===== src/rtl/pipe_logic_unit_pkg.sv =====
// Shared opcode encoding and decode helpers for the EX-stage logic/shift unit.
// Latency: n/a (types, constants and pure functions only).
// Backpressure: n/a.
package pipe_logic_pkg;

    typedef enum logic [3:0] {
        OP_AND  = 4'd0,
        OP_OR   = 4'd1,
        OP_XOR  = 4'd2,
        OP_SLL  = 4'd3,
        OP_SRL  = 4'd4,
        OP_SRA  = 4'd5,
        OP_ROL  = 4'd6,
        OP_ROR  = 4'd7,
        OP_CSRS = 4'd8,
        OP_CSRC = 4'd9,
        OP_ANDN = 4'd10,
        OP_ORN  = 4'd11,
        OP_XNOR = 4'd12
    } op_e;

    // Codes above OP_LAST (13-15) are undefined and decode as illegal.
    localparam logic [3:0] OP_LAST = 4'd12;

    localparam int XLEN_RV32 = 32;
    localparam int XLEN_RV64 = 64;

    function automatic logic is_shift_op(input logic [3:0] op);
        return (op >= OP_SLL) && (op <= OP_ROR);
    endfunction

    function automatic logic op_is_defined(input logic [3:0] op);
        return op <= OP_LAST;
    endfunction

    function automatic logic xlen_is_legal(input int xlen);
        return (xlen == XLEN_RV32) || (xlen == XLEN_RV64);
    endfunction

endpackage


===== src/rtl/pipe_logic_unit_if.sv =====
// Handshake/bus bundle between the issue logic and the logic/shift unit.
// Latency: n/a (wires only).
// Backpressure: in_ready and out_ready carry valid/ready flow control on each side.
interface pipe_logic_unit_if #(
    parameter int XLEN  = 32,
    parameter int TAG_W = 5
);
    logic             in_valid;
    logic             in_ready;
    logic [3:0]       op;
    logic             word;
    logic [XLEN-1:0]  op1;
    logic [XLEN-1:0]  op2;
    logic [TAG_W-1:0] tag;
    logic             flush;
    logic             out_valid;
    logic             out_ready;
    logic [XLEN-1:0]  result;
    logic [TAG_W-1:0] tag_out;
    logic             illegal;

    // master: the issuing/consuming side; slave: the unit itself
    modport master (
        output in_valid, op, word, op1, op2, tag, flush, out_ready,
        input  in_ready, out_valid, result, tag_out, illegal
    );

    modport slave (
        input  in_valid, op, word, op1, op2, tag, flush, out_ready,
        output in_ready, out_valid, result, tag_out, illegal
    );
endinterface


===== src/rtl/pipe_logic_unit_shifter.sv =====
// Log2 barrel shifter: SLL/SRL/SRA/ROL/ROR, full width or 32-bit word mode.
// Latency: combinational.
// Backpressure: none (pure function of its inputs).
// Ports: a (value), shamt (amount), left/arith/rotate/word (mode), y (result).
module logic_shifter_core #(
    parameter int XLEN = 32
) (
    input  logic [XLEN-1:0]         a,
    input  logic [$clog2(XLEN)-1:0] shamt,
    input  logic                    left,
    input  logic                    arith,
    input  logic                    rotate,
    input  logic                    word,
    output logic [XLEN-1:0]         y
);
    localparam int SHW = $clog2(XLEN);
    localparam logic [XLEN-1:0] ONES = '1;

    logic [SHW-1:0]  sh;
    logic            fill;
    logic [31:0]     v32;
    logic [31:0]     r32;
    logic [XLEN-1:0] x;
    int              amt;

    // Everything is done as a right shift/rotate; left ops bit-reverse
    // before and after. Word mode places the 32-bit value in the low half
    // and fills the upper half so the right shift pulls in the right bits:
    // a copy of the value for rotates, the fill bit otherwise.
    always_comb begin
        sh   = shamt;
        amt  = 0;
        v32  = '0;
        r32  = '0;
        x    = '0;
        y    = '0;
        if (word) begin
            for (int i = 5; i < SHW; i++) sh[i] = 1'b0;
        end
        fill = arith && (word ? a[31] : a[XLEN-1]);

        for (int i = 0; i < 32; i++) v32[i] = left ? a[31-i] : a[i];
        if (word) begin
            x[31:0] = v32;
            for (int i = 32; i < XLEN; i++) x[i] = rotate ? v32[i-32] : fill;
        end else begin
            for (int i = 0; i < XLEN; i++) x[i] = left ? a[XLEN-1-i] : a[i];
        end

        for (int s = 0; s < SHW; s++) begin
            amt = 1 << s;
            if (sh[s]) begin
                if (rotate)    x = (x >> amt) | (x << (XLEN - amt));
                else if (fill) x = (x >> amt) | ~(ONES >> amt);
                else           x = x >> amt;
            end
        end

        if (word) begin
            for (int i = 0; i < 32; i++) r32[i] = left ? x[31-i] : x[i];
            y[31:0] = r32;
            for (int i = 32; i < XLEN; i++) y[i] = r32[31];
        end else begin
            for (int i = 0; i < XLEN; i++) y[i] = left ? x[XLEN-1-i] : x[i];
        end
    end
endmodule


===== src/rtl/pipe_logic_unit.sv =====
// EX-stage logic/shift unit: AND/OR/XOR/ANDN/ORN/XNOR, CSRS/CSRC, shifts/rotates (+W forms).
// Latency: PIPE_STAGES cycles accept-to-result (result always registered), 1 op/cycle.
// Backpressure: a stalled result holds stable; stages load only when empty or draining.
// Ports: clk_i, rst_i (async active-high), bus (slave modport: in handshake + op/word/op1/op2/tag,
//        flush, out handshake + result/tag_out/illegal).
module pipe_logic_unit
    import pipe_logic_pkg::*;
#(
    parameter int XLEN        = 32,
    parameter int PIPE_STAGES = 1,
    parameter int TAG_W       = 5
) (
    input logic              clk_i,
    input logic              rst_i,
    pipe_logic_unit_if.slave bus
);
    localparam int SHW      = $clog2(XLEN);
    localparam bit HAS_WORD = (XLEN == XLEN_RV64);

    if (!xlen_is_legal(XLEN) || (PIPE_STAGES != 1 && PIPE_STAGES != 2)) begin : g_param_check
        $error("pipe_logic_unit: unsupported XLEN or PIPE_STAGES");
    end

    // Operands as seen by the result stage (either the bus or the decode register).
    logic             c_vld;
    logic [3:0]       c_op;
    logic             c_word;
    logic [XLEN-1:0]  c_op1;
    logic [XLEN-1:0]  c_op2;
    logic [TAG_W-1:0] c_tag;
    logic             c_ill;

    logic             res_vld;
    logic [XLEN-1:0]  res_dat;
    logic [TAG_W-1:0] res_tag;
    logic             res_ill;

    logic             res_load_ok;
    logic             in_fire;
    logic             in_ill;

    assign res_load_ok = !res_vld || bus.out_ready;
    assign in_fire     = bus.in_valid && bus.in_ready;
    assign in_ill      = !op_is_defined(bus.op) ||
                         (bus.word && (!is_shift_op(bus.op) || !HAS_WORD));

    if (PIPE_STAGES == 1) begin : g_one_stage
        assign bus.in_ready = !rst_i && !bus.flush && res_load_ok;
        assign c_vld  = bus.in_valid;
        assign c_op   = bus.op;
        assign c_word = bus.word;
        assign c_op1  = bus.op1;
        assign c_op2  = bus.op2;
        assign c_tag  = bus.tag;
        assign c_ill  = in_ill;
    end else begin : g_two_stage
        logic             s1_vld;
        logic [3:0]       s1_op;
        logic             s1_word;
        logic [XLEN-1:0]  s1_op1;
        logic [XLEN-1:0]  s1_op2;
        logic [TAG_W-1:0] s1_tag;
        logic             s1_ill;

        // Stage 1 may refill in the same cycle it hands its op to the result stage.
        assign bus.in_ready = !rst_i && !bus.flush && (!s1_vld || res_load_ok);

        always_ff @(posedge clk_i or posedge rst_i) begin
            if (rst_i) begin
                s1_vld  <= 1'b0;
                s1_op   <= '0;
                s1_word <= 1'b0;
                s1_op1  <= '0;
                s1_op2  <= '0;
                s1_tag  <= '0;
                s1_ill  <= 1'b0;
            end else if (bus.flush) begin
                s1_vld <= 1'b0;
            end else if (in_fire) begin
                s1_vld  <= 1'b1;
                s1_op   <= bus.op;
                s1_word <= bus.word;
                s1_op1  <= bus.op1;
                s1_op2  <= bus.op2;
                s1_tag  <= bus.tag;
                s1_ill  <= in_ill;
            end else if (res_load_ok) begin
                s1_vld <= 1'b0;
            end
        end

        assign c_vld  = s1_vld;
        assign c_op   = s1_op;
        assign c_word = s1_word;
        assign c_op1  = s1_op1;
        assign c_op2  = s1_op2;
        assign c_tag  = s1_tag;
        assign c_ill  = s1_ill;
    end

    logic            sh_left;
    logic            sh_arith;
    logic            sh_rot;
    logic            sh_word;
    logic [XLEN-1:0] sh_y;
    logic [XLEN-1:0] c_res;

    always_comb begin
        sh_left  = (c_op == OP_SLL) || (c_op == OP_ROL);
        sh_arith = (c_op == OP_SRA);
        sh_rot   = (c_op == OP_ROL) || (c_op == OP_ROR);
        sh_word  = c_word && HAS_WORD;
    end

    logic_shifter_core #(.XLEN(XLEN)) u_shifter (
        .a      (c_op1),
        .shamt  (c_op2[SHW-1:0]),
        .left   (sh_left),
        .arith  (sh_arith),
        .rotate (sh_rot),
        .word   (sh_word),
        .y      (sh_y)
    );

    // Illegal ops still complete, but with a zero result.
    always_comb begin
        c_res = '0;
        if (!c_ill) begin
            case (c_op)
                OP_AND:  c_res = c_op1 & c_op2;
                OP_OR:   c_res = c_op1 | c_op2;
                OP_XOR:  c_res = c_op1 ^ c_op2;
                OP_ANDN: c_res = c_op1 & ~c_op2;
                OP_ORN:  c_res = c_op1 | ~c_op2;
                OP_XNOR: c_res = ~(c_op1 ^ c_op2);
                OP_CSRS: c_res = c_op1 | c_op2;
                OP_CSRC: c_res = c_op1 & ~c_op2;
                OP_SLL, OP_SRL, OP_SRA, OP_ROL, OP_ROR: c_res = sh_y;
                default: c_res = '0;
            endcase
        end
    end

    // Flush wins over both drain and load; data regs hold while stalled.
    always_ff @(posedge clk_i or posedge rst_i) begin
        if (rst_i) begin
            res_vld <= 1'b0;
            res_dat <= '0;
            res_tag <= '0;
            res_ill <= 1'b0;
        end else if (bus.flush) begin
            res_vld <= 1'b0;
        end else if (c_vld && res_load_ok) begin
            res_vld <= 1'b1;
            res_dat <= c_res;
            res_tag <= c_tag;
            res_ill <= c_ill;
        end else if (bus.out_ready) begin
            res_vld <= 1'b0;
        end
    end

    assign bus.out_valid = res_vld;
    assign bus.result    = res_dat;
    assign bus.tag_out   = res_tag;
    assign bus.illegal   = res_ill;
endmodule

===== src/flat_wrapper.sv =====
// flat-port wrapper written by rule: the top's interface ports become plain ports
module pipe_logic_unit_flat import pipe_logic_pkg::*;
#(
    parameter int XLEN        = 32,
    parameter int PIPE_STAGES = 1,
    parameter int TAG_W       = 5
)
  (clk_i, rst_i, bus_in_valid, bus_op, bus_word, bus_op1, bus_op2, bus_tag, bus_flush, bus_out_ready, bus_in_ready, bus_out_valid, bus_result, bus_tag_out, bus_illegal);
  pipe_logic_unit_if #(.XLEN(XLEN), .TAG_W(TAG_W)) bus_i ();
  input logic clk_i;
  input logic rst_i;
  input wire logic [$bits(bus_i.in_valid)-1:0] bus_in_valid;
  input wire logic [$bits(bus_i.op)-1:0] bus_op;
  input wire logic [$bits(bus_i.word)-1:0] bus_word;
  input wire logic [$bits(bus_i.op1)-1:0] bus_op1;
  input wire logic [$bits(bus_i.op2)-1:0] bus_op2;
  input wire logic [$bits(bus_i.tag)-1:0] bus_tag;
  input wire logic [$bits(bus_i.flush)-1:0] bus_flush;
  input wire logic [$bits(bus_i.out_ready)-1:0] bus_out_ready;
  output wire logic [$bits(bus_i.in_ready)-1:0] bus_in_ready;
  output wire logic [$bits(bus_i.out_valid)-1:0] bus_out_valid;
  output wire logic [$bits(bus_i.result)-1:0] bus_result;
  output wire logic [$bits(bus_i.tag_out)-1:0] bus_tag_out;
  output wire logic [$bits(bus_i.illegal)-1:0] bus_illegal;
  assign bus_i.in_valid = bus_in_valid;
  assign bus_i.op = bus_op;
  assign bus_i.word = bus_word;
  assign bus_i.op1 = bus_op1;
  assign bus_i.op2 = bus_op2;
  assign bus_i.tag = bus_tag;
  assign bus_i.flush = bus_flush;
  assign bus_i.out_ready = bus_out_ready;
  assign bus_in_ready = bus_i.in_ready;
  assign bus_out_valid = bus_i.out_valid;
  assign bus_result = bus_i.result;
  assign bus_tag_out = bus_i.tag_out;
  assign bus_illegal = bus_i.illegal;
  pipe_logic_unit #(.XLEN(XLEN), .PIPE_STAGES(PIPE_STAGES), .TAG_W(TAG_W)) u_core (.clk_i(clk_i), .rst_i(rst_i), .bus(bus_i));
endmodule

===== config.mk =====
export PLATFORM = sky130hd
export DESIGN_NAME = pipe_logic_unit_flat
export DESIGN_NICKNAME = d
export VERILOG_FILES = /design/src/rtl/pipe_logic_unit_pkg.sv /design/src/rtl/pipe_logic_unit_if.sv /design/src/rtl/pipe_logic_unit_shifter.sv /design/src/rtl/pipe_logic_unit.sv /design/src/flat_wrapper.sv
export SDC_FILE = /design/constraint.sdc
export NUM_CORES = 1
export LEC_CHECK = 0
export ABC_CLOCK_PERIOD_IN_PS = 6000
export CAP_MARGIN = 20
export CELL_PAD_IN_SITES_DETAIL_PLACEMENT = 0
export CELL_PAD_IN_SITES_GLOBAL_PLACEMENT = 1
export CORE_ASPECT_RATIO = 2
export CORE_MARGIN = 2
export CORE_UTILIZATION = 44
export DETAILED_ROUTE_END_ITERATION = 6
export PLACE_DENSITY = 0.95
export SETUP_SLACK_MARGIN = 0.02
export SLEW_MARGIN = 0
export SYNTH_ARGS = -nofsm -noshare
export SYNTH_HDL_FRONTEND = slang
export SYNTH_SLANG_ARGS = --single-unit

===== constraint.sdc =====
create_clock -name clk_i -period 6 [get_ports clk_i]
set_clock_uncertainty 0.1 [all_clocks]
set_input_delay 0.9 -clock clk_i [delete_from_list [all_inputs] [get_ports clk_i]]
set_output_delay 0.9 -clock clk_i [all_outputs]
set_load 0.02 [all_outputs]

# After elaboration in Yosys (flattened, before gate mapping)
# Cells that the tools add are included.
dict set report word_totals {
  inputBits 79
  regBits 39
  wordCells 132
  out_inout_bits 40
}
dict set report op_classes {
  n_eq_ne 12
  n_mux 84
  n_lt_le_gt_ge 1
  bitwise_logic 13
  reduce_logical 18
}
# cell count
set op_table {}
lappend op_table {{2-to-1 mux 32 bit} 16}
lappend op_table {{case mux 32 bit (7 select lines)} 1}
lappend op_table {{2-to-1 mux 1 bit} 67}
lappend op_table {{bitwise AND 32 bit} 2}
lappend op_table {{inverter 32 bit} 2}
lappend op_table {{OR 32 bit} 2}
lappend op_table {{OR 16 x 32 -> 32 bit} 1}
lappend op_table {{OR 24 x 32 -> 32 bit} 1}
lappend op_table {{OR 28 x 32 -> 32 bit} 1}
lappend op_table {{OR 30 x 32 -> 32 bit} 1}
lappend op_table {{OR 31 x 32 -> 32 bit} 1}
lappend op_table {{bitwise XOR 32 bit} 1}
lappend op_table {{== test 4 bit, second input constant} 5}
lappend op_table {{== test 4 x 3 -> 1 bit, second input constant} 4}
lappend op_table {{== test 4 x 2 -> 1 bit, second input constant} 2}
lappend op_table {{OR reduction 5 bit} 1}
lappend op_table {{== test 4 x 1 -> 1 bit, second input constant} 1}
lappend op_table {{<= comparator 4 bit, second input constant} 1}
lappend op_table {{logical AND 1 bit} 4}
lappend op_table {{logical NOT 1 bit} 4}
lappend op_table {{logical NOT 4 bit} 1}
lappend op_table {{logical OR 1 bit} 4}
lappend op_table {{OR reduction 2 bit} 2}
lappend op_table {{nonzero test 3 bit} 1}
lappend op_table {{2 further kinds} 2}

# Logic depth before layout (Yosys ltp)
# Gate-level depths: netlist of the first run.
dict set report depth {
  word_depth 21
  ltp_mapped 11
  depth_no_buf 8
}

# By module
# Synthesis of the first run repeated with hierarchy kept, for this count alone.
dict set report hier_totals {
  hier_cells 1115
  hier_area_um2 9197.6
}
# module instances seq_area_each_um2 cells_per_inst area_per_inst_um2
set modules_own_cells {}
lappend modules_own_cells {pipe_logic_unit 1 975.9 668 5424.0}
lappend modules_own_cells {logic_shifter_core 1 0.0 447 3773.6}

# Worst setup path after synthesis of the first run
# No wires, ideal clock.
dict set report synth_path {
  path_kind {in2reg}
  from {input port bus_op[1]}
  to {register u_core.res_dat[26] (netlist: u_core.bus.result[26])}
  n_path_buf 3
  stages 10
  setup_time_ns 0.136
  setup_slack_ns 2.073
  required_time_ns 5.764
  arrival_time_ns 3.690
  cell_sequence {buf_2 -> nand2b_1 -> clkbuf_1 -> nor2_2 -> buf_2 -> mux4_2 -> mux4_2 -> mux4_2 -> a21oi_1 -> o21ai_0}
}
dict set report synth_via {
  elab_chain_len 21
  elab_cells_between_ends 77
  cone_classes {order compare: 1; eq/ne: 12; mux: 50; bitwise: 5; reduce/logical: 9}
}
# item line_no
set synth_lines {}
lappend synth_lines {{start, declared} flat_wrapper.sv:13} ;# input wire logic [$bits(bus_i.op)-1:0] bus_op;
lappend synth_lines {{== test 4 x 2 -> 1 bit or == test 4 x 3 -> 1 bit (tied branches)} {pipe_logic_unit.sv:109, pipe_logic_unit.sv:129, pipe_logic_unit.sv:111}}
lappend synth_lines {{logical OR 1 bit} pipe_logic_unit.sv:109} ;# sh_left = (c_op == OP_SLL) || (c_op == OP_ROL);
lappend synth_lines {{2-to-1 mux 1 bit} pipe_logic_unit_shifter.sv:47} ;# for (int i = 0; i < XLEN; i++) x[i] = left ? a[XLEN-1-i] : a[i];
lappend synth_lines {{2-to-1 mux 32 bit or OR 31 x 32 -> 32 bit (tied branches)} {pipe_logic_unit_shifter.sv:54, pipe_logic_unit_shifter.sv:53}}
lappend synth_lines {{2-to-1 mux 32 bit} pipe_logic_unit_shifter.sv:53} ;# if (rotate) x = (x >> amt) | (x << (XLEN - amt));
lappend synth_lines {{2-to-1 mux 32 bit} pipe_logic_unit_shifter.sv:52} ;# if (sh[s]) begin
lappend synth_lines {{2-to-1 mux 32 bit or OR 30 x 32 -> 32 bit (tied branches)} {pipe_logic_unit_shifter.sv:54, pipe_logic_unit_shifter.sv:53}}
lappend synth_lines {{2-to-1 mux 32 bit} pipe_logic_unit_shifter.sv:53}
lappend synth_lines {{[... 5 more ...]} -}
lappend synth_lines {{2-to-1 mux 32 bit} pipe_logic_unit_shifter.sv:53}
lappend synth_lines {{2-to-1 mux 32 bit} pipe_logic_unit_shifter.sv:52}
lappend synth_lines {{OR 16 x 32 -> 32 bit or 2-to-1 mux 32 bit (tied branches)} {pipe_logic_unit_shifter.sv:53, pipe_logic_unit_shifter.sv:54}}
lappend synth_lines {{2-to-1 mux 32 bit} pipe_logic_unit_shifter.sv:53}
lappend synth_lines {{2-to-1 mux 32 bit} pipe_logic_unit_shifter.sv:52}
lappend synth_lines {{2-to-1 mux 1 bit} pipe_logic_unit_shifter.sv:64} ;# for (int i = 0; i < XLEN; i++) y[i] = left ? x[XLEN-1-i] : x[i];
lappend synth_lines {{case mux 32 bit (7 select lines)} pipe_logic_unit.sv:129} ;# case (c_op)
lappend synth_lines {{2-to-1 mux 32 bit (*)} pipe_logic_unit.sv:128} ;# if (!c_ill) begin
lappend synth_lines {{end signal, assigned} pipe_logic_unit.sv:155} ;# res_dat <= c_res;
lappend synth_lines {{end, declared} pipe_logic_unit.sv:34} ;# logic [XLEN-1:0] res_dat;
# Every way passes the cells marked *; elsewhere a longest branch is shown, timed or not.
# A chain may end at the register's enable or synchronous reset.

# Worst setup path after layout of the first run
dict set report layout_path {
  from {input port bus_op[3]}
  to {register u_core.res_dat[14] (netlist: u_core.bus.result[14])}
}
dict set report layout_via {
  elab_chain_len 21
  elab_cells_between_ends 77
  cone_classes {order compare: 1; eq/ne: 12; mux: 50; bitwise: 5; reduce/logical: 9}
}
# item line_no
set layout_lines {}
lappend layout_lines {{== test 4 x 2 -> 1 bit or == test 4 x 3 -> 1 bit (tied branches)} {pipe_logic_unit.sv:109, pipe_logic_unit.sv:129, pipe_logic_unit.sv:111}}
lappend layout_lines {{logical OR 1 bit} pipe_logic_unit.sv:109}
lappend layout_lines {{2-to-1 mux 1 bit} pipe_logic_unit_shifter.sv:47}
lappend layout_lines {{2-to-1 mux 32 bit or OR 31 x 32 -> 32 bit (tied branches)} {pipe_logic_unit_shifter.sv:54, pipe_logic_unit_shifter.sv:53}}
lappend layout_lines {{2-to-1 mux 32 bit} pipe_logic_unit_shifter.sv:53}
lappend layout_lines {{2-to-1 mux 32 bit} pipe_logic_unit_shifter.sv:52}
lappend layout_lines {{2-to-1 mux 32 bit or OR 30 x 32 -> 32 bit (tied branches)} {pipe_logic_unit_shifter.sv:54, pipe_logic_unit_shifter.sv:53}}
lappend layout_lines {{2-to-1 mux 32 bit} pipe_logic_unit_shifter.sv:53}
lappend layout_lines {{[... 5 more ...]} -}
lappend layout_lines {{2-to-1 mux 32 bit} pipe_logic_unit_shifter.sv:53}
lappend layout_lines {{2-to-1 mux 32 bit} pipe_logic_unit_shifter.sv:52}
lappend layout_lines {{2-to-1 mux 32 bit or OR 16 x 32 -> 32 bit (tied branches)} {pipe_logic_unit_shifter.sv:54, pipe_logic_unit_shifter.sv:53}}
lappend layout_lines {{2-to-1 mux 32 bit} pipe_logic_unit_shifter.sv:53}
lappend layout_lines {{2-to-1 mux 32 bit} pipe_logic_unit_shifter.sv:52}
lappend layout_lines {{2-to-1 mux 1 bit} pipe_logic_unit_shifter.sv:64}
lappend layout_lines {{case mux 32 bit (7 select lines)} pipe_logic_unit.sv:129}
lappend layout_lines {{2-to-1 mux 32 bit (*)} pipe_logic_unit.sv:128}
# Marks and branches as above.

==> results of run 1 <==
==> final cells by class <==
type,count,share of cell area
clock inverter,3,0.004886
clock buffer,5,0.01396
sequential,39,0.1089
timing repair buffer,146,0.1533
tap,207,0.02889
inverter,12,0.005025
multi-input combinational,879,0.6851
==> where the power goes <==
part | internal, mW | leakage (nW) | total, mW | switching [mW]
Sequential | 0.297 | 0.513 | 0.323 | 0.0254
Combinational | 0.351 | 2.81 | 0.837 | 0.486
Clock | 0.196 | 0.0838 | 0.310 | 0.114
Total | 0.845 | 3.40 | 1.47 | 0.625
==> registers in the layout (all words and copies together), names as in the netlist <==
register	flops
u_core.bus.illegal	1
u_core.bus.out_valid	1
u_core.bus.tag_out	5
u_core.bus.result	32
==> metal layers <==
metal	part of all wire	wire length (microns)	global-route usage	vias up
met2	0.50	16470	0.6076	621
met5	0	0	0	-
met1	0.33	10920	0.3789	4359
li1	-	-	-	4091
met4	0.093	3046	0.2519	0
met3	0.075	2460	0.04245	177
==> through the flow <==
step	cell area [sq um]	hold WS (ps)
after global routing	8964	430.7
final	8964	410.6
after detailed placement	8795	400.4
after CTS	8964	414.6
after floorplan	7546	501.7
after global placement	8795	387.6
==> placed cells by master (no fill, tap or decap), drive strengths merged, types with 11 or more instances in the layout <==
cell type / count
inv: 11
nor2b: 13
mux2i: 21
nor2: 70
nand2: 147
nor3: 12
clkdlybuf4s50: 114
mux4: 36
a2bb2oi: 28
a211oi: 12
nand3: 39
dfrtp: 39
o21ai: 90
a22o: 22
a21oi: 24
a22oi: 96
nand2b: 67
o22ai: 42
buf: 32
mux2: 39
==> worst max path at each step <==
| stage | depth (start not counted) | endpoint | slack, ps | start |
|---|---|---|---|---|
| final | 10 | u_core.bus.result[14]$_DFFE_PP0P_ | 1580 | bus_op[3] |
| after global routing | 9 | u_core.bus.result[4]$_DFFE_PP0P_ | 1310 | bus_op[3] |
| after detailed placement | 9 | u_core.bus.result[4]$_DFFE_PP0P_ | 1340 | bus_op[1] |
| after global placement | 9 | u_core.bus.result[4]$_DFFE_PP0P_ | 1400 | bus_op[3] |
| after floorplan | 10 | u_core.bus.result[26]$_DFFE_PP0P_ | 2070 | bus_op[1] |
| after CTS | 9 | u_core.bus.result[27]$_DFFE_PP0P_ | 1650 | bus_op[1] |
==> logic make-up (layout without fill, tap and decap cells) <==
logic type | after synthesis | in the layout | synth area share
and+or+nand+nor | 378 | 378 | 0.2358
buffers and inverters | 117 | 166 | 0.05886
AOI/OAI and AO/OA | 402 | 402 | 0.3771
xor gates and xnor gates | 3 | 3 | 0.005473
muxes | 96 | 96 | 0.1935
DFF | 39 | 39 | 0.1293
==> impl_metrics.env, run 1 <==
export IMPL_start_util=0.4501
export IMPL_syn_inst=1035
export IMPL_grt_setup_unrepaired="no"
export IMPL_path_cells="buf_2 -> nand2b_1 -> nor2_2 -> buf_4 -> mux4_2 -> a22o_1 -> nor2_1 -> mux2i_1 -> o21ai_0 -> o2111ai_1"
export IMPL_fillCellCount=1698
export IMPL_die_width_microns=96.60
export IMPL_synth_edf_count=0
export IMPL_worstPathArrival_ps=4470
export IMPL_path_clk_slew_ps=60
export IMPL_critical_path_required_ps=6050
export IMPL_hp_start="u_core.bus.tag_out[1]$_DFFE_PP0P_"
export IMPL_grt_start_max_net_pins=88
export IMPL_hold_class="reg -> reg"
export IMPL_holdPathEnd="u_core.bus.tag_out[1]$_DFFE_PP0P_"
export IMPL_final_setup_viol_count=0
export IMPL_cts_path_max_buffers=2
export IMPL_wl_microns=32900
export IMPL_cts_tree="yes"
export IMPL_htreeDepth=2
export IMPL_placed_cells=1283
export IMPL_synth_top_area_share=0.1293
export IMPL_drtAntennaViolNets=0
export IMPL_gp_congestion=1.030
export IMPL_reg2reg_depth=9
export IMPL_first_iter_violations=1186
export IMPL_end_kind="flip-flop"
export IMPL_power_mw=1.470
export IMPL_cpLargestDelayFamily="simple AND/OR/NAND/NOR gates"
export IMPL_reg2reg_slack_ps=3090
export IMPL_crit_path_top_delay_cell="o21ai_0"
export IMPL_crit_path_start_kind="primary input"
export IMPL_antenna_found_initial=0
export IMPL_num_antenna_cells=0
export IMPL_fin_util=0.5346
export IMPL_io_pin_count=119
export IMPL_dp_hpwl_microns=25130
export IMPL_syn_area_sq_mm=0.007546
export IMPL_seq_area_sq_um=975.9
export IMPL_holdPathStages=1
export IMPL_coreArea_sq_mm=0.01677
export IMPL_r2r_start="u_core.bus.out_valid$_DFFE_PP0P_"
export IMPL_fmax_ghz=0.2260
export IMPL_grt_usage=0.3460
export IMPL_relSlewSlack=0.3089
export IMPL_port_buffer_count=118
export IMPL_tns_ps=0
export IMPL_ys_types=59
export IMPL_period_minus_slack_ps=4425
export IMPL_vias=9248
export IMPL_cellLeakagePower_nw=3.405
export IMPL_drt_pass1_iter_count=7
export IMPL_worst_slack_ps=1575
export IMPL_multi_input_area_sq_mm=0.006141
export IMPL_die_area_sq_mm=0.01828
export IMPL_path_max_fanout=17
export IMPL_hold_viol=0
export IMPL_critical_path_max_stage_delay_ps=640
export IMPL_cts_setup_buffers=0
export IMPL_reg2reg_to="u_core.bus.result[8]$_DFFE_PP0P_"
export IMPL_outcome="finished with violations"
export IMPL_numCtsBuffers=5
export IMPL_cts_root_buf="clkbuf_16"
export IMPL_rows=67
export IMPL_violations="DRC"
export IMPL_pre_cts_ws_ps=1339
export IMPL_wl_per_cell_microns=25.49
export IMPL_synth_seq_cells=39
export IMPL_async_reset_ff_frac=1.000
export IMPL_crit_type="in -> reg"
export IMPL_slew_violations=0
export IMPL_synth_area_top_cells="dfrtp_1 13%, mux4_2 11%, a22oi_1 9.6%, nand2_1 7.3%, o21ai_0 6.0%"
export IMPL_synth_nets=1114
export IMPL_worstSkewPairLatency_ps=290
export IMPL_die_h_microns=189.2
export IMPL_layout_drive_gt1_share=0.1255
export IMPL_hold_buffers=0
export IMPL_tightest_slew_ps=1035
export IMPL_area_growth_pct=18.79
export IMPL_synth_top_area_cell="dfrtp_1"
export IMPL_cts_sinks=39
export IMPL_synth_ff_type="dfrtp_1"
export IMPL_worst_path_buf_inv=2
export IMPL_synthMostInstantiatedCell="nand2_1"
export IMPL_ir_worst_vdd_uv=101.9
export IMPL_grt_pass1_vias=8603
export IMPL_period_share=0.7375
export IMPL_synthTopCellsByCount="146 x nand2_1, 96 x a22oi_1, 90 x o21ai_0, 84 x clkbuf_1, 69 x nor2_1"
export IMPL_grt_overflow_total=0
export IMPL_via_per_inst=7.163
export IMPL_drcViolationCount=5
export IMPL_yosys_warnings=0
export IMPL_maxCapViolCount=0
export IMPL_syn_area_per_cell_sq_um=7.291
export IMPL_cts_resized=0
export IMPL_grt_pass1_wl_microns=50490
export IMPL_power_density_mw_per_mm2=163.9
export IMPL_ys_seq_area_frac=0.1293
export IMPL_final_net_count=1162
export IMPL_fin_cells=1291
(Power assumes the default switching activity.)
==> run 2, diff against run 1 <==
Settings changed: ABC_CLOCK_PERIOD_IN_PS 6000 to 4400, CORE_UTILIZATION 44 to 41, PLACE_DENSITY 0.95 to 0.9.
Clock period 6 ns to 4.4 ns, I/O delays scaled along.
==> run 2 against run 1 <==
The flow still finishes with violations (DRC). Register-to-register slack got worse by 1500 ps. Via count rose by 2.2%. Wire length rose by 7.7%. Sequential share of layout area fell by 0.25 points. First-iteration DRC count fell by 7.5%.
==> impl_metrics.env, run 2 (synthesis gave the netlist of run 1 again) <==
export IMPL_p_comb_frac=0.579
export IMPL_crit_path_top_delay_cell="mux4_2"
export IMPL_io_pin_count=119
export IMPL_grt_setup_unrepaired="no"
export IMPL_cts_resized=0
export IMPL_cts_root_buf="clkbuf_16"
export IMPL_cts_path_max_buffers=2
export IMPL_maxCapViolCount=0
export IMPL_drcViolationCount=2
export IMPL_gp_congestion=1.047
export IMPL_pwr_share_seq=0.213
export IMPL_htreeDepth=2
export IMPL_relSlewSlack=0.2628
export IMPL_port_buffer_count=118
export IMPL_grt_start_max_net_pins=73
export IMPL_numCtsBuffers=5
export IMPL_rows=70
export IMPL_holdPathEnd="u_core.bus.tag_out[2]$_DFFE_PP0P_"
export IMPL_num_antenna_cells=0
export IMPL_end_kind="flip-flop"
export IMPL_fillCellCount=1808
export IMPL_power_frac_clock=0.207
export IMPL_hold_viol=0
export IMPL_cts_sinks=39
export IMPL_fin_util=0.5061
export IMPL_grt_pass1_vias=8906
export IMPL_dpl_instance_area_sq_mm=0.009006
export IMPL_cp_common_cell="buf_4"
export IMPL_cts_tree="yes"
export IMPL_wl_per_cell_microns=26.74
export IMPL_vias=9449
export IMPL_path_max_fanout=41
export IMPL_worstSkewPairLatency_ps=300
export IMPL_path_clk_slew_ps=60
export IMPL_dp_hpwl_microns=27090
export IMPL_wl_microns=35430
export IMPL_die_area_sq_mm=0.01957
export IMPL_drtAntennaViolNets=0
export IMPL_fmax_ghz=0.2717
export IMPL_whs_ps=407.7
export IMPL_cellLeakagePower_nw=3.527
export IMPL_hold_class="reg -> reg"
export IMPL_worst_path_buf_inv=3
export IMPL_period_share=0.8364
export IMPL_reg2reg_to="u_core.bus.result[10]$_DFFE_PP0P_"
export IMPL_hold_buffers=0
export IMPL_final_area_sq_mm=0.009175
export IMPL_internal_power_mw=1.175
export IMPL_switching_share=0.4299
export IMPL_coreArea_sq_mm=0.01813
export IMPL_crit_type="in -> reg"
export IMPL_path_cells="clkdlybuf4s50_1 -> buf_4 -> nand2b_1 -> a22oi_1 -> or2_2 -> mux4_2 -> mux2i_1 -> nor2_1 -> a221oi_1 -> buf_4 -> o211ai_1"
export IMPL_critical_path_required_ps=4460
export IMPL_area_growth_pct=21.59
export IMPL_tns_ps=0
export IMPL_placed_cells=1317
export IMPL_fin_cells=1325
export IMPL_reg2reg_slack_ps=1610
export IMPL_grt_pass1_wl_microns=54090
export IMPL_mostFrequentLayoutCell="nand2_1"
export IMPL_switchingPower_mw=0.8860
export IMPL_via_per_inst=7.131
export IMPL_critical_path_max_stage_delay_ps=540
export IMPL_cts_setup_buffers=0
export IMPL_slew_violations=0
export IMPL_tightest_slew_ps=1097
export IMPL_reg2reg_depth=8
export IMPL_start_util=0.4162
export IMPL_hp_start="u_core.bus.tag_out[2]$_DFFE_PP0P_"
export IMPL_layout_drive_gt1_share=0.1452
export IMPL_multi_input_area_sq_mm=0.006141
export IMPL_final_net_count=1187
export IMPL_final_cell_mix="146 x nand2_1, 114 x clkdlybuf4s50_1, 96 x a22oi_1, 90 x o21ai_0, 68 x nor2_1"
export IMPL_ir_worst_vdd_uv=169.3
export IMPL_cpLargestDelayFamily="buffers and inverters"
export IMPL_power_density_mw_per_mm2=224.6
export IMPL_die_width_microns=99.93
export IMPL_final_setup_viol_count=0
export IMPL_seq_area_sq_um=975.9
export IMPL_violations="DRC"
export IMPL_die_h_microns=195.9
export IMPL_first_iter_violations=1097
export IMPL_r2r_start="u_core.bus.out_valid$_DFFE_PP0P_"
export IMPL_crit_path_start_kind="primary input"
export IMPL_worstPathArrival_ps=3740
export IMPL_grt_usage=0.3573
export IMPL_outcome="finished with violations"
export IMPL_period_minus_slack_ps=3680
export IMPL_holdPathStages=1
export IMPL_antenna_found_initial=0
export IMPL_drt_pass1_iter_count=7
export IMPL_grt_overflow_total=0
export IMPL_largest_reg_flops=32
[run 2: cell count changes in the layout (fill, tap and decap cells not counted), sizes merged]
cell | before | now
buf | 32 | 57
[run 2: final cells by class]
cell class / count / share of cell area
Clock buffer: 5 / 0.01364
Clock inverter: 3 / 0.004773
Inverter: 12 / 0.004909
Multi-Input combinational cell: 879 / 0.6693
Sequential cell: 39 / 0.1064
Tap cell: 216 / 0.02946
Timing Repair Buffer: 171 / 0.1716
[run 2: how the worst max path moves through the flow]
stage	from	end	slack, ps	cells past startpoint
floorplan	bus_op[1]	u_core.bus.result[26]$_DFFE_PP0P_	710	10
global placement	bus_op[3]	u_core.bus.result[31]$_DFFE_PP0P_	510	9
detailed placement	bus_op[2]	u_core.bus.result[31]$_DFFE_PP0P_	470	9
CTS	bus_op2[1]	u_core.bus.result[1]$_DFFE_PP0P_	770	11
global route	bus_op2[1]	u_core.bus.result[10]$_DFFE_PP0P_	570	10
finish	bus_op2[1]	u_core.bus.result[1]$_DFFE_PP0P_	720	11
[run 2: per-layer routing]
metal / GRT usage / up-vias / wire length, microns
li1: - / 4148 / -
met2: 0.6234 / 583 / 17880
met1: 0.3952 / 4552 / 12080
met5: 0 / - / 0
met4: 0.2491 / 0 / 3043
met3: 0.04168 / 166 / 2427
[run 2: power by group through the flow]
stage	Combinational (mW)	Clock, mW	Sequential, mW
detailed placement	1.16	0	0.445
finish	1.19	0.428	0.439
CTS	1.16	0.428	0.439
global route	1.26	0.434	0.443
floorplan	0.626	0	0.493
global placement	1.16	0	0.442
[run 2: per-stage QoR]
| stage | setup WS (ps) | total power [mW] |
|---|---|---|
| 2_1_floorplan | 713.3 | 1.120 |
| 3_3_place_gp | 514.7 | 1.600 |
| 3_5_place_dp | 470.9 | 1.604 |
| 4_1_cts | 774.0 | 2.030 |
| 5_1_grt | 572.8 | 2.140 |
| 6_report | 719.8 | 2.061 |
==> RTL change, RTL diff (config.mk and constraints of run 1) <==
`XLEN` is set to 32 in 4 places; all go to 64.
--- a/src/rtl/pipe_logic_unit_if.sv
+++ b/src/rtl/pipe_logic_unit_if.sv
@@ -2,7 +2,7 @@
 // Latency: n/a (wires only).
 // Backpressure: in_ready and out_ready carry valid/ready flow control on each side.
 interface pipe_logic_unit_if #(
-    parameter int XLEN  = 32,
+    parameter int XLEN  = 64,
     parameter int TAG_W = 5
 );
     logic             in_valid;
--- a/src/rtl/pipe_logic_unit_shifter.sv
+++ b/src/rtl/pipe_logic_unit_shifter.sv
@@ -3,7 +3,7 @@
 // Backpressure: none (pure function of its inputs).
 // Ports: a (value), shamt (amount), left/arith/rotate/word (mode), y (result).
 module logic_shifter_core #(
-    parameter int XLEN = 32
+    parameter int XLEN = 64
 ) (
     input  logic [XLEN-1:0]         a,
     input  logic [$clog2(XLEN)-1:0] shamt,
--- a/src/rtl/pipe_logic_unit.sv
+++ b/src/rtl/pipe_logic_unit.sv
@@ -6,7 +6,7 @@
 module pipe_logic_unit
     import pipe_logic_pkg::*;
 #(
-    parameter int XLEN        = 32,
+    parameter int XLEN        = 64,
     parameter int PIPE_STAGES = 1,
     parameter int TAG_W       = 5
 ) (
--- a/src/flat_wrapper.sv
+++ b/src/flat_wrapper.sv
@@ -1,7 +1,7 @@
 // flat-port wrapper written by rule: the top's interface ports become plain ports
 module pipe_logic_unit_flat import pipe_logic_pkg::*;
 #(
-    parameter int XLEN        = 32,
+    parameter int XLEN        = 64,
     parameter int PIPE_STAGES = 1,
     parameter int TAG_W       = 5
 )
Ports: changed (resized bus_op1, bus_op2 and bus_result); port bits go from 119 to 215. No check against the original RTL was run, so the function may have changed too.
==> RTL change against run 1 <==
The run now fails in global routing (5_1_grt); area after synthesis increased to 2.6 times the old value.
==> RTL change: results (changes against run 1) <==
gr ovfl total=58; largest net degree at the start of global routing=110; asr flop ratio synth=100% (unchanged); most frequent cell after synthesis=nand2_1; post-synthesis sequential area ratio=8.90% (-4.0 points); number of global-route vias before repair=slightly below 30,000; PostCTS Resize Cnt=0 (unchanged); status=stopped before the end; pre-CTS setup slack=0.577 ns (-0.762 ns); Clock Path Buffers=2 (unchanged); Clock Sinks=71 (+82%); CTS buffer count=9 (+4); Log Error=[ERROR GRT-0116] Global routing finished with congestion. Check the congestion regions in the DRC Viewer.; Post-CTS Setup Bufs=0 (unchanged); yosys warns=0 (unchanged); root buffer cell=clkbuf_16; Last stage=global routing (5_1_grt); post-detail-place hpwl=107,000 um (+330%); most area-consuming cells after synthesis=dfrtp_1 8.9%, a22oi_1 7.4%, o21ai_0 7.2%; gr usage total=between 60% and 70%; first-pass GRT wire length=about 220,000 um; Synth cell types=83 (+41%); Syn Nets=3,075 (+180%); Primary FF master, synth=dfrtp_1; GPL Wtd Cong=1.23 (+19%); htree depth=3 (+1); IO Port Bufs=214 (+81%); top cells by count, synth=353 x nand2_1, 289 x o21ai_0, 227 x clkbuf_1
-- RTL change: logic make-up after synthesis --
family | share of synthesized area, %
xor gates and xnor gates | 0.0878
buffers and inverters | 7.18
DFF | 8.90
muxes | 17.2
and+or+nand+nor | 25.0
AOI/OAI and AO/OA | 41.7
-- RTL change: layer usage --
metal  overflow  track usage [%]
met5          0            0.529
met4         31             70.3
met1          1             65.5
met2         26             88.2
met3          0             33.8
-- RTL change: through the flow --
step	area (um2)	utilization, %	std cells
floorplan	20000	-	2932
global placement	23000	51.3	3567
detailed placement	23000	51.3	3568
CTS	23300	52.0	3584
